### src/rtl/eth_pkg.sv
// Shared definitions for the Ethernet receive path: FSM encoding, frame byte
// offsets, protocol constants and default station settings.
package eth_pkg;

   typedef enum logic [2:0] {
      ST_IDLE,
      ST_DST,
      ST_SRC,
      ST_ETYPE,
      ST_HDR,
      ST_CHK,
      ST_PAYLOAD,
      ST_DROP
   } state_t;

   localparam int DST_OFS   = 0;
   localparam int SRC_OFS   = 6;
   localparam int ETYPE_OFS = 12;
   localparam int HDR_OFS   = 14;
   localparam int HDR_LEN   = 20;

   localparam logic [15:0] ETHERTYPE_IP = 16'h0800;
   localparam logic [47:0] BCAST_MAC    = 48'hFF_FF_FF_FF_FF_FF;

   localparam int          ADDR_W          = 11;
   localparam logic [47:0] DEF_MY_MAC      = 48'h02_00_00_00_00_01;
   localparam int          DEF_MAX_PAYLOAD = 1480;
   localparam int          DEF_CHK_DLY     = 2;

   function automatic logic [15:0] sat_inc(input logic [15:0] v);
      return (v == 16'hFFFF) ? v : v + 16'd1;
   endfunction

endpackage

### src/rtl/eth_rx_ip_sequencer_if.sv
// Byte stream, checker handshake, payload RAM write port and status of the
// receive sequencer, bundled for connection to its environment.
interface eth_rx_ip_sequencer_if;
   import eth_pkg::*;

   logic              rx_dv;
   logic [7:0]        rx_data;
   logic              is_ip;
   logic [7:0]        ip_data;
   logic              ip_bad;
   logic              pl_we;
   logic [ADDR_W-1:0] pl_addr;
   logic              frame_done;
   logic [ADDR_W:0]   frame_len;
   logic              frame_drop;
   logic [15:0]       ok_cnt;
   logic [15:0]       drop_cnt;

   modport master (
      input  rx_dv, rx_data, ip_bad,
      output is_ip, ip_data, pl_we, pl_addr, frame_done, frame_len,
             frame_drop, ok_cnt, drop_cnt
   );

   modport slave (
      output rx_dv, rx_data, ip_bad,
      input  is_ip, ip_data, pl_we, pl_addr, frame_done, frame_len,
             frame_drop, ok_cnt, drop_cnt
   );
endinterface

### src/rtl/eth_mac_filter.sv
// Serial destination-MAC comparator: accumulates per-byte matches so that
// match_me / match_bcast are valid while byte 5 is presented.
module eth_mac_filter
   import eth_pkg::*;
#(
   parameter logic [47:0] MY_MAC = DEF_MY_MAC
) (
   input  logic       clock,
   input  logic       sclr,
   input  logic       en,
   input  logic       first,
   input  logic [2:0] idx,
   input  logic [7:0] data,
   output logic       match_me,
   output logic       match_bcast
);
   logic [7:0] me_byte [8];
   logic [7:0] bc_byte [8];
   logic       me_ok_reg;
   logic       bc_ok_reg;

   // Entries 6..7 only pad the 3-bit index range; they are never selected.
   for (genvar gi = 0; gi < 8; gi++) begin : g_byte
      if (gi < 6) begin : g_mac
         assign me_byte[gi] = MY_MAC[47 - 8*gi -: 8];
         assign bc_byte[gi] = BCAST_MAC[47 - 8*gi -: 8];
      end else begin : g_pad
         assign me_byte[gi] = 8'h00;
         assign bc_byte[gi] = 8'h00;
      end
   end

   assign match_me    = (first || me_ok_reg) && (data == me_byte[idx]);
   assign match_bcast = (first || bc_ok_reg) && (data == bc_byte[idx]);

   always_ff @(posedge clock) begin
      if (sclr) begin
         me_ok_reg <= 1'b0;
         bc_ok_reg <= 1'b0;
      end else if (en) begin
         me_ok_reg <= match_me;
         bc_ok_reg <= match_bcast;
      end
   end
endmodule

### src/rtl/eth_rx_ip_sequencer.sv
// Receive frame sequencer: filters on MAC/EtherType, frames the IP header for
// the checker, then writes the payload to RAM or drops the frame.
module eth_rx_ip_sequencer
   import eth_pkg::*;
#(
   parameter logic [47:0] MY_MAC      = DEF_MY_MAC,
   parameter int          MAX_PAYLOAD = DEF_MAX_PAYLOAD,
   parameter int          CHK_DLY     = DEF_CHK_DLY
) (
   input logic                   clock,
   input logic                   sclr,
   eth_rx_ip_sequencer_if.master bus
);
   localparam logic [7:0]      DST_LAST   = 8'(SRC_OFS - 1);
   localparam logic [7:0]      SRC_LAST   = 8'(ETYPE_OFS - 1);
   localparam logic [7:0]      ETYPE_LAST = 8'(HDR_OFS - 1);
   localparam logic [7:0]      HDR_LAST   = 8'(HDR_OFS + HDR_LEN - 1);
   localparam logic [7:0]      CHK_IDX    = 8'(HDR_OFS + HDR_LEN + CHK_DLY);
   localparam logic [ADDR_W:0] MAX_PL     = (ADDR_W+1)'(MAX_PAYLOAD);

   state_t            state_reg;
   logic              rx_dv_d_reg;
   logic [7:0]        idx_reg;
   logic [7:0]        etype_hi_reg;
   logic [ADDR_W:0]   wr_cnt_reg;
   logic [7:0]        ip_data_reg;
   logic              is_ip_reg;
   logic              pl_we_reg;
   logic [ADDR_W-1:0] pl_addr_reg;
   logic              frame_done_reg;
   logic [ADDR_W:0]   frame_len_reg;
   logic              frame_drop_reg;
   logic [15:0]       ok_cnt_reg;
   logic [15:0]       drop_cnt_reg;

   logic       frame_start, runt, wr_full, chk_sample;
   logic       filt_en, match_me, match_bcast;
   logic [2:0] filt_idx;

   assign frame_start = bus.rx_dv && !rx_dv_d_reg;
   assign runt        = !bus.rx_dv &&
                        (state_reg inside {ST_DST, ST_SRC, ST_ETYPE, ST_HDR});
   assign wr_full     = (wr_cnt_reg == MAX_PL);
   assign chk_sample  = (idx_reg == CHK_IDX);
   assign filt_en     = (state_reg == ST_IDLE && frame_start) || state_reg == ST_DST;
   assign filt_idx    = (state_reg == ST_IDLE) ? 3'd0 : idx_reg[2:0];

   eth_mac_filter #(.MY_MAC(MY_MAC)) u_filter (
      .clock       (clock),
      .sclr        (sclr),
      .en          (filt_en),
      .first       (frame_start),
      .idx         (filt_idx),
      .data        (bus.rx_data),
      .match_me    (match_me),
      .match_bcast (match_bcast)
   );

   always_ff @(posedge clock) begin
      if (sclr) begin
         state_reg      <= ST_IDLE;
         rx_dv_d_reg    <= 1'b1;
         idx_reg        <= '0;
         etype_hi_reg   <= '0;
         wr_cnt_reg     <= '0;
         ip_data_reg    <= '0;
         is_ip_reg      <= 1'b0;
         pl_we_reg      <= 1'b0;
         pl_addr_reg    <= '0;
         frame_done_reg <= 1'b0;
         frame_len_reg  <= '0;
         frame_drop_reg <= 1'b0;
         ok_cnt_reg     <= '0;
         drop_cnt_reg   <= '0;
      end else begin
         rx_dv_d_reg    <= bus.rx_dv;
         ip_data_reg    <= bus.rx_data;
         pl_we_reg      <= 1'b0;
         frame_done_reg <= 1'b0;
         frame_drop_reg <= 1'b0;
         if (runt) begin
            state_reg      <= ST_IDLE;
            is_ip_reg      <= 1'b0;
            frame_drop_reg <= 1'b1;
            drop_cnt_reg   <= sat_inc(drop_cnt_reg);
         end else begin
            unique case (state_reg)
               ST_IDLE: if (frame_start) begin
                  state_reg  <= ST_DST;
                  idx_reg    <= 8'd1;
                  wr_cnt_reg <= '0;
               end
               ST_DST: begin
                  idx_reg <= idx_reg + 8'd1;
                  if (idx_reg == DST_LAST)
                     state_reg <= (match_me || match_bcast) ? ST_SRC : ST_DROP;
               end
               ST_SRC: begin
                  idx_reg <= idx_reg + 8'd1;
                  if (idx_reg == SRC_LAST) state_reg <= ST_ETYPE;
               end
               ST_ETYPE: begin
                  idx_reg      <= idx_reg + 8'd1;
                  etype_hi_reg <= bus.rx_data;
                  if (idx_reg == ETYPE_LAST)
                     state_reg <= ({etype_hi_reg, bus.rx_data} == ETHERTYPE_IP) ? ST_HDR : ST_DROP;
               end
               ST_HDR: begin
                  idx_reg   <= idx_reg + 8'd1;
                  is_ip_reg <= 1'b1;
                  if (idx_reg == HDR_LAST) state_reg <= ST_CHK;
               end
               // Bytes streaming in while the checker settles are payload already.
               ST_CHK: begin
                  if (chk_sample && bus.ip_bad) begin
                     is_ip_reg <= 1'b0;
                     if (bus.rx_dv) begin
                        state_reg <= ST_DROP;
                     end else begin
                        state_reg      <= ST_IDLE;
                        frame_drop_reg <= 1'b1;
                        drop_cnt_reg   <= sat_inc(drop_cnt_reg);
                     end
                  end else if (!bus.rx_dv) begin
                     state_reg      <= ST_IDLE;
                     is_ip_reg      <= 1'b0;
                     frame_done_reg <= 1'b1;
                     frame_len_reg  <= wr_cnt_reg;
                     ok_cnt_reg     <= sat_inc(ok_cnt_reg);
                  end else if (wr_full) begin
                     state_reg <= ST_DROP;
                     is_ip_reg <= 1'b0;
                  end else begin
                     pl_we_reg   <= 1'b1;
                     pl_addr_reg <= wr_cnt_reg[ADDR_W-1:0];
                     wr_cnt_reg  <= wr_cnt_reg + 1'b1;
                     idx_reg     <= idx_reg + 8'd1;
                     if (chk_sample) state_reg <= ST_PAYLOAD;
                  end
               end
               ST_PAYLOAD: begin
                  if (!bus.rx_dv) begin
                     state_reg      <= ST_IDLE;
                     is_ip_reg      <= 1'b0;
                     frame_done_reg <= 1'b1;
                     frame_len_reg  <= wr_cnt_reg;
                     ok_cnt_reg     <= sat_inc(ok_cnt_reg);
                  end else if (wr_full) begin
                     state_reg <= ST_DROP;
                     is_ip_reg <= 1'b0;
                  end else begin
                     pl_we_reg   <= 1'b1;
                     pl_addr_reg <= wr_cnt_reg[ADDR_W-1:0];
                     wr_cnt_reg  <= wr_cnt_reg + 1'b1;
                  end
               end
               ST_DROP: begin
                  is_ip_reg <= 1'b0;
                  if (!bus.rx_dv) begin
                     state_reg      <= ST_IDLE;
                     frame_drop_reg <= 1'b1;
                     drop_cnt_reg   <= sat_inc(drop_cnt_reg);
                  end
               end
            endcase
         end
      end
   end

   assign bus.is_ip      = is_ip_reg;
   assign bus.ip_data    = ip_data_reg;
   assign bus.pl_we      = pl_we_reg;
   assign bus.pl_addr    = pl_addr_reg;
   assign bus.frame_done = frame_done_reg;
   assign bus.frame_len  = frame_len_reg;
   assign bus.frame_drop = frame_drop_reg;
   assign bus.ok_cnt     = ok_cnt_reg;
   assign bus.drop_cnt   = drop_cnt_reg;
endmodule

### src/flat_wrapper.sv
// flat-port wrapper written by rule: the top's interface ports become plain ports
module eth_rx_ip_sequencer_flat import eth_pkg::*;
#(
   parameter logic [47:0] MY_MAC      = DEF_MY_MAC,
   parameter int          MAX_PAYLOAD = DEF_MAX_PAYLOAD,
   parameter int          CHK_DLY     = DEF_CHK_DLY
)
  (clock, sclr, bus_rx_dv, bus_rx_data, bus_ip_bad, bus_is_ip, bus_ip_data, bus_pl_we, bus_pl_addr, bus_frame_done, bus_frame_len, bus_frame_drop, bus_ok_cnt, bus_drop_cnt);
  eth_rx_ip_sequencer_if bus_i ();
  input logic clock;
  input logic sclr;
  input wire logic [$bits(bus_i.rx_dv)-1:0] bus_rx_dv;
  input wire logic [$bits(bus_i.rx_data)-1:0] bus_rx_data;
  input wire logic [$bits(bus_i.ip_bad)-1:0] bus_ip_bad;
  output wire logic [$bits(bus_i.is_ip)-1:0] bus_is_ip;
  output wire logic [$bits(bus_i.ip_data)-1:0] bus_ip_data;
  output wire logic [$bits(bus_i.pl_we)-1:0] bus_pl_we;
  output wire logic [$bits(bus_i.pl_addr)-1:0] bus_pl_addr;
  output wire logic [$bits(bus_i.frame_done)-1:0] bus_frame_done;
  output wire logic [$bits(bus_i.frame_len)-1:0] bus_frame_len;
  output wire logic [$bits(bus_i.frame_drop)-1:0] bus_frame_drop;
  output wire logic [$bits(bus_i.ok_cnt)-1:0] bus_ok_cnt;
  output wire logic [$bits(bus_i.drop_cnt)-1:0] bus_drop_cnt;
  assign bus_i.rx_dv = bus_rx_dv;
  assign bus_i.rx_data = bus_rx_data;
  assign bus_i.ip_bad = bus_ip_bad;
  assign bus_is_ip = bus_i.is_ip;
  assign bus_ip_data = bus_i.ip_data;
  assign bus_pl_we = bus_i.pl_we;
  assign bus_pl_addr = bus_i.pl_addr;
  assign bus_frame_done = bus_i.frame_done;
  assign bus_frame_len = bus_i.frame_len;
  assign bus_frame_drop = bus_i.frame_drop;
  assign bus_ok_cnt = bus_i.ok_cnt;
  assign bus_drop_cnt = bus_i.drop_cnt;
  eth_rx_ip_sequencer #(.MY_MAC(MY_MAC), .MAX_PAYLOAD(MAX_PAYLOAD), .CHK_DLY(CHK_DLY)) u_core (.clock(clock), .sclr(sclr), .bus(bus_i));
endmodule
### config.mk
export PLATFORM = sky130hd
export DESIGN_NAME = eth_rx_ip_sequencer_flat
export DESIGN_NICKNAME = d
export VERILOG_FILES = /design/src/rtl/eth_pkg.sv /design/src/rtl/eth_rx_ip_sequencer_if.sv /design/src/rtl/eth_mac_filter.sv /design/src/rtl/eth_rx_ip_sequencer.sv /design/src/flat_wrapper.sv
export SDC_FILE = /design/constraint.sdc
export NUM_CORES = 1
export LEC_CHECK = 0
export ABC_AREA = 1
export ABC_CLOCK_PERIOD_IN_PS = 2600
export CORE_MARGIN = 5
export CORE_UTILIZATION = 54
export CTS_CLUSTER_DIAMETER = 30
export DETAILED_ROUTE_END_ITERATION = 10
export PLACE_DENSITY = 0.86
export SYNTH_ARGS = -nofsm -noshare
export SYNTH_HDL_FRONTEND = slang
export SYNTH_SLANG_ARGS = --single-unit
### constraint.sdc
create_clock -name clock -period 2.6 [get_ports clock]
set_clock_uncertainty 0.2 [all_clocks]
set_input_delay 0.52 -clock clock [delete_from_list [all_inputs] [get_ports clock]]
set_output_delay 0.52 -clock clock [all_outputs]
set_load 0.02 [all_outputs]
==> impl_metrics.env <==
export IMPL_yosys_warnings=0
export IMPL_postCtsSetupRepairBufs=0
export IMPL_antenna_left=0
export IMPL_syn_to_final_growth_pct=21.9
export IMPL_gp_congestion=0.949
export IMPL_cpLargestDelayFamily="simple AND/OR/NAND/NOR gates"
export IMPL_antenna_cells=0
export IMPL_fp_row_count=35
export IMPL_syn_nets=797
export IMPL_critical_path_class="register to register"
export IMPL_track_usage=0.237
export IMPL_worst_ep_required_time_ns=2.63
export IMPL_fp_dieW_microns=108
export IMPL_synth_edf_count=0
export IMPL_first_pass_iters=5
export IMPL_cts_tree="yes"
export IMPL_ys_seq_area_frac=0.390
export IMPL_synth_top_flop_cell="dfxtp_1"
export IMPL_hold_viol_final=0
export IMPL_post_route_min_period_ns=2.28
export IMPL_vias=5240
export IMPL_io_pins=79
export IMPL_rsz0062_at_grt="no"
export IMPL_placed_cell_area_sq_um=6120
export IMPL_reg2reg_from="u_core.bus.drop_cnt[0]$_SDFFE_PP0P_"
export IMPL_fillers=796
export IMPL_h_tree_depth=3
export IMPL_status="finished clean"
export IMPL_worst_pin_slew_ns=0.592
export IMPL_clockBufferDepth=2
export IMPL_initial_utilization=0.559
export IMPL_synth_area_leaders="dfxtp_1 39%, nand2_1 15%, a21oi_1 8.4%"
export IMPL_final_setup_tns_ns=0
export IMPL_maxCapViolCount=0
export IMPL_dp_hpwl_microns=9780
export IMPL_dieArea_sq_um=11700
export IMPL_cts_sinks=101
export IMPL_hp_class="register to register"
export IMPL_postCtsHoldBufs=0
export IMPL_dp_cells=975
export IMPL_gr_max_usage_layer="met2"
export IMPL_drive_gt1_frac=0.0626
export IMPL_holdWs_ns=0.255
export IMPL_critPathArrivalTime_ns=2.31
export IMPL_cts_resized=0
export IMPL_grt_max_degree=54
export IMPL_yosysTopAreaCell="dfxtp_1"
export IMPL_p_per_area_nw_per_um2=631
export IMPL_setup_viol=0
export IMPL_syn_inst=778
export IMPL_post_drt_wl_per_cell_microns=13.6
export IMPL_grt_pass1_wl_microns=22700
export IMPL_cts_clk_slew_worst_paths_ns=0.09
export IMPL_io_buffer_count=78
export IMPL_peakVddDrop_uv=389
export IMPL_use_met3=0.0561
export IMPL_cp_start_kind="register"
export IMPL_grt_remaining_overflow=0
export IMPL_r2r_end="u_core.bus.drop_cnt[10]$_SDFFE_PP0P_"
export IMPL_cp_slowest_stage_delay_ns=0.43
export IMPL_antenna_found_initial=0
export IMPL_numCtsBuffers=9
export IMPL_min_period_over_period=0.879
export IMPL_grt_pass1_vias=4937
export IMPL_yosys_area_top_type_share=0.390
export IMPL_async_flop_share=0
export IMPL_worstHoldEndpoint="u_core.etype_hi_reg[4]$_SDFFE_PP0P_"
export IMPL_use_met1=0.305
export IMPL_gr_usage_met2=0.403
export IMPL_die_y_microns=108
export IMPL_syn_cell_area_sq_um=5190
export IMPL_reg2reg_slack_ns=0.32
export IMPL_ff2ff_path_depth=10
export IMPL_design_area_sq_um=6330
export IMPL_synth_distinct_cells=31
export IMPL_cp_slowest_cell="dfxtp_1"
export IMPL_clock_fmax_ghz=0.438
export IMPL_path_buf_inv=1
export IMPL_max_slew_margin_rel=0.605
export IMPL_leakage_nw=2.36
export IMPL_final_nets=876
export IMPL_crit_chain="ha_1 > nand2_1 > nor2_1 > nand2_1 > nor2_1 > nor2_1 > nand2_2 > clkinv_2 > nand2_1 > a21oi_1"
export IMPL_cp_max_fo=17
export IMPL_stdcell_count=991
export IMPL_cts_root_buf="clkbuf_8"
export IMPL_syn_area_per_cell_sq_um=6.67
export IMPL_vias_per_cell=5.29
export IMPL_drv_slew=0
export IMPL_drt_iter0_drc=362
export IMPL_drc=0
export IMPL_clkLatencyLatePin_ns=0.38
export IMPL_ys_ff_latch=101
export IMPL_core_sq_um=9280
export IMPL_whs_path_depth=2
export IMPL_worstSetupEndpointType="register"
export IMPL_worstHoldStart="u_core.etype_hi_reg[4]$_SDFFE_PP0P_"
export IMPL_drt_wl_total_microns=13500
[cells in the final DEF (no fill, tap or decap), drive strengths merged]
| master | n |
|---|---|
| clkinv | 4 |
| nor3 | 27 |
| ha | 7 |
| nor3b | 2 |
| clkdlybuf4s50 | 77 |
| xnor2 | 7 |
| nand2 | 216 |
| nor2 | 96 |
| dfxtp | 101 |
| buf | 14 |
| nand3b | 2 |
| clkbuf | 9 |
| nand3 | 43 |
| o21ai | 38 |
| nand4 | 14 |
| xor2 | 23 |
| a21oi | 90 |
| a211oi | 1 |
| bufinv | 1 |
| a31oi | 2 |
| inv | 86 |
| clkinvlp | 2 |
[layout make-up]
cell class | instances | area, sq um | area share
timing repair buffer | 91 | 886 | 0.140
clock buffer | 9 | 124 | 0.0196
multi-input combinational | 568 | 2720 | 0.431
inverter | 86 | 327 | 0.0516
sequential | 101 | 2020 | 0.320
tap | 129 | 161 | 0.0255
clock inverter | 7 | 82.6 | 0.0131
[report_power, final]
group	internal, W	switching (W)	total (W)
clock	0.000458	0.000583	0.00104
combinational	0.000397	0.000835	0.00123
sequential	0.00163	0.0000893	0.00172
[worst max path at each step]
| stage | startpoint | to | depth (start not counted) |
|---|---|---|---|
| 2_1_floorplan | u_core.bus.drop_cnt[0]$_SDFFE_PP0P_ | u_core.bus.drop_cnt[1]$_SDFFE_PP0P_ | 11 |
| 3_3_place_gp | bus_rx_dv | u_core.idx_reg[4]$_SDFFE_PP0P_ | 8 |
| 3_5_place_dp | bus_rx_dv | u_core.idx_reg[6]$_SDFFE_PP0P_ | 8 |
| 4_1_cts | u_core.bus.drop_cnt[0]$_SDFFE_PP0P_ | u_core.bus.drop_cnt[10]$_SDFFE_PP0P_ | 10 |
| 5_1_grt | u_core.bus.drop_cnt[0]$_SDFFE_PP0P_ | u_core.bus.drop_cnt[10]$_SDFFE_PP0P_ | 10 |
| 6_report | u_core.bus.drop_cnt[0]$_SDFFE_PP0P_ | u_core.bus.drop_cnt[10]$_SDFFE_PP0P_ | 10 |
[routing by layer]
layer | part of all wire | wire, microns
met1 | 0.45 | 6100
met4 | 0.0098 | 132
met3 | 0.061 | 817
met2 | 0.48 | 6400
met5 | 0 | 0
[tightest hold or removal path, delay by kind of cell (launching register included)]
family	cells	cell delay (ns)
compound gates	1	0.05
buf+inv	1	0.05
flops	1	0.32
[cell usage after synthesis (all sizes together), types with 7 or more instances]
cell type and n:
inv 84, xnor2 7, buf 11, clkbuf 12
nand3 43, xor2 23, nand2 216, nor2 96
ha 7, nand4 14, o21ai 38, a21oi 90
dfxtp 101, nor3 27
[metrics by stage]
stage          utilization  total power (W)  setup slack, ns
2_1_floorplan            -          0.00260            0.526
3_3_place_gp         0.659          0.00294            0.199
3_5_place_dp         0.659          0.00297            0.126
4_1_cts              0.681          0.00400            0.287
5_1_grt              0.681          0.00424          0.00906
6_report             0.681          0.00399            0.315
[kinds of logic after synthesis]
| kind of cell | count (synthesis) | synth area share |
|---|---|---|
| flops | 101 | 0.390 |
| xor+xnor | 30 | 0.0506 |
| simple gates | 400 | 0.326 |
| compound gates | 131 | 0.131 |
| fa+ha+maj | 7 | 0.0169 |
| buf+inv | 109 | 0.0854 |
Power figures use the tool's default switching activity.
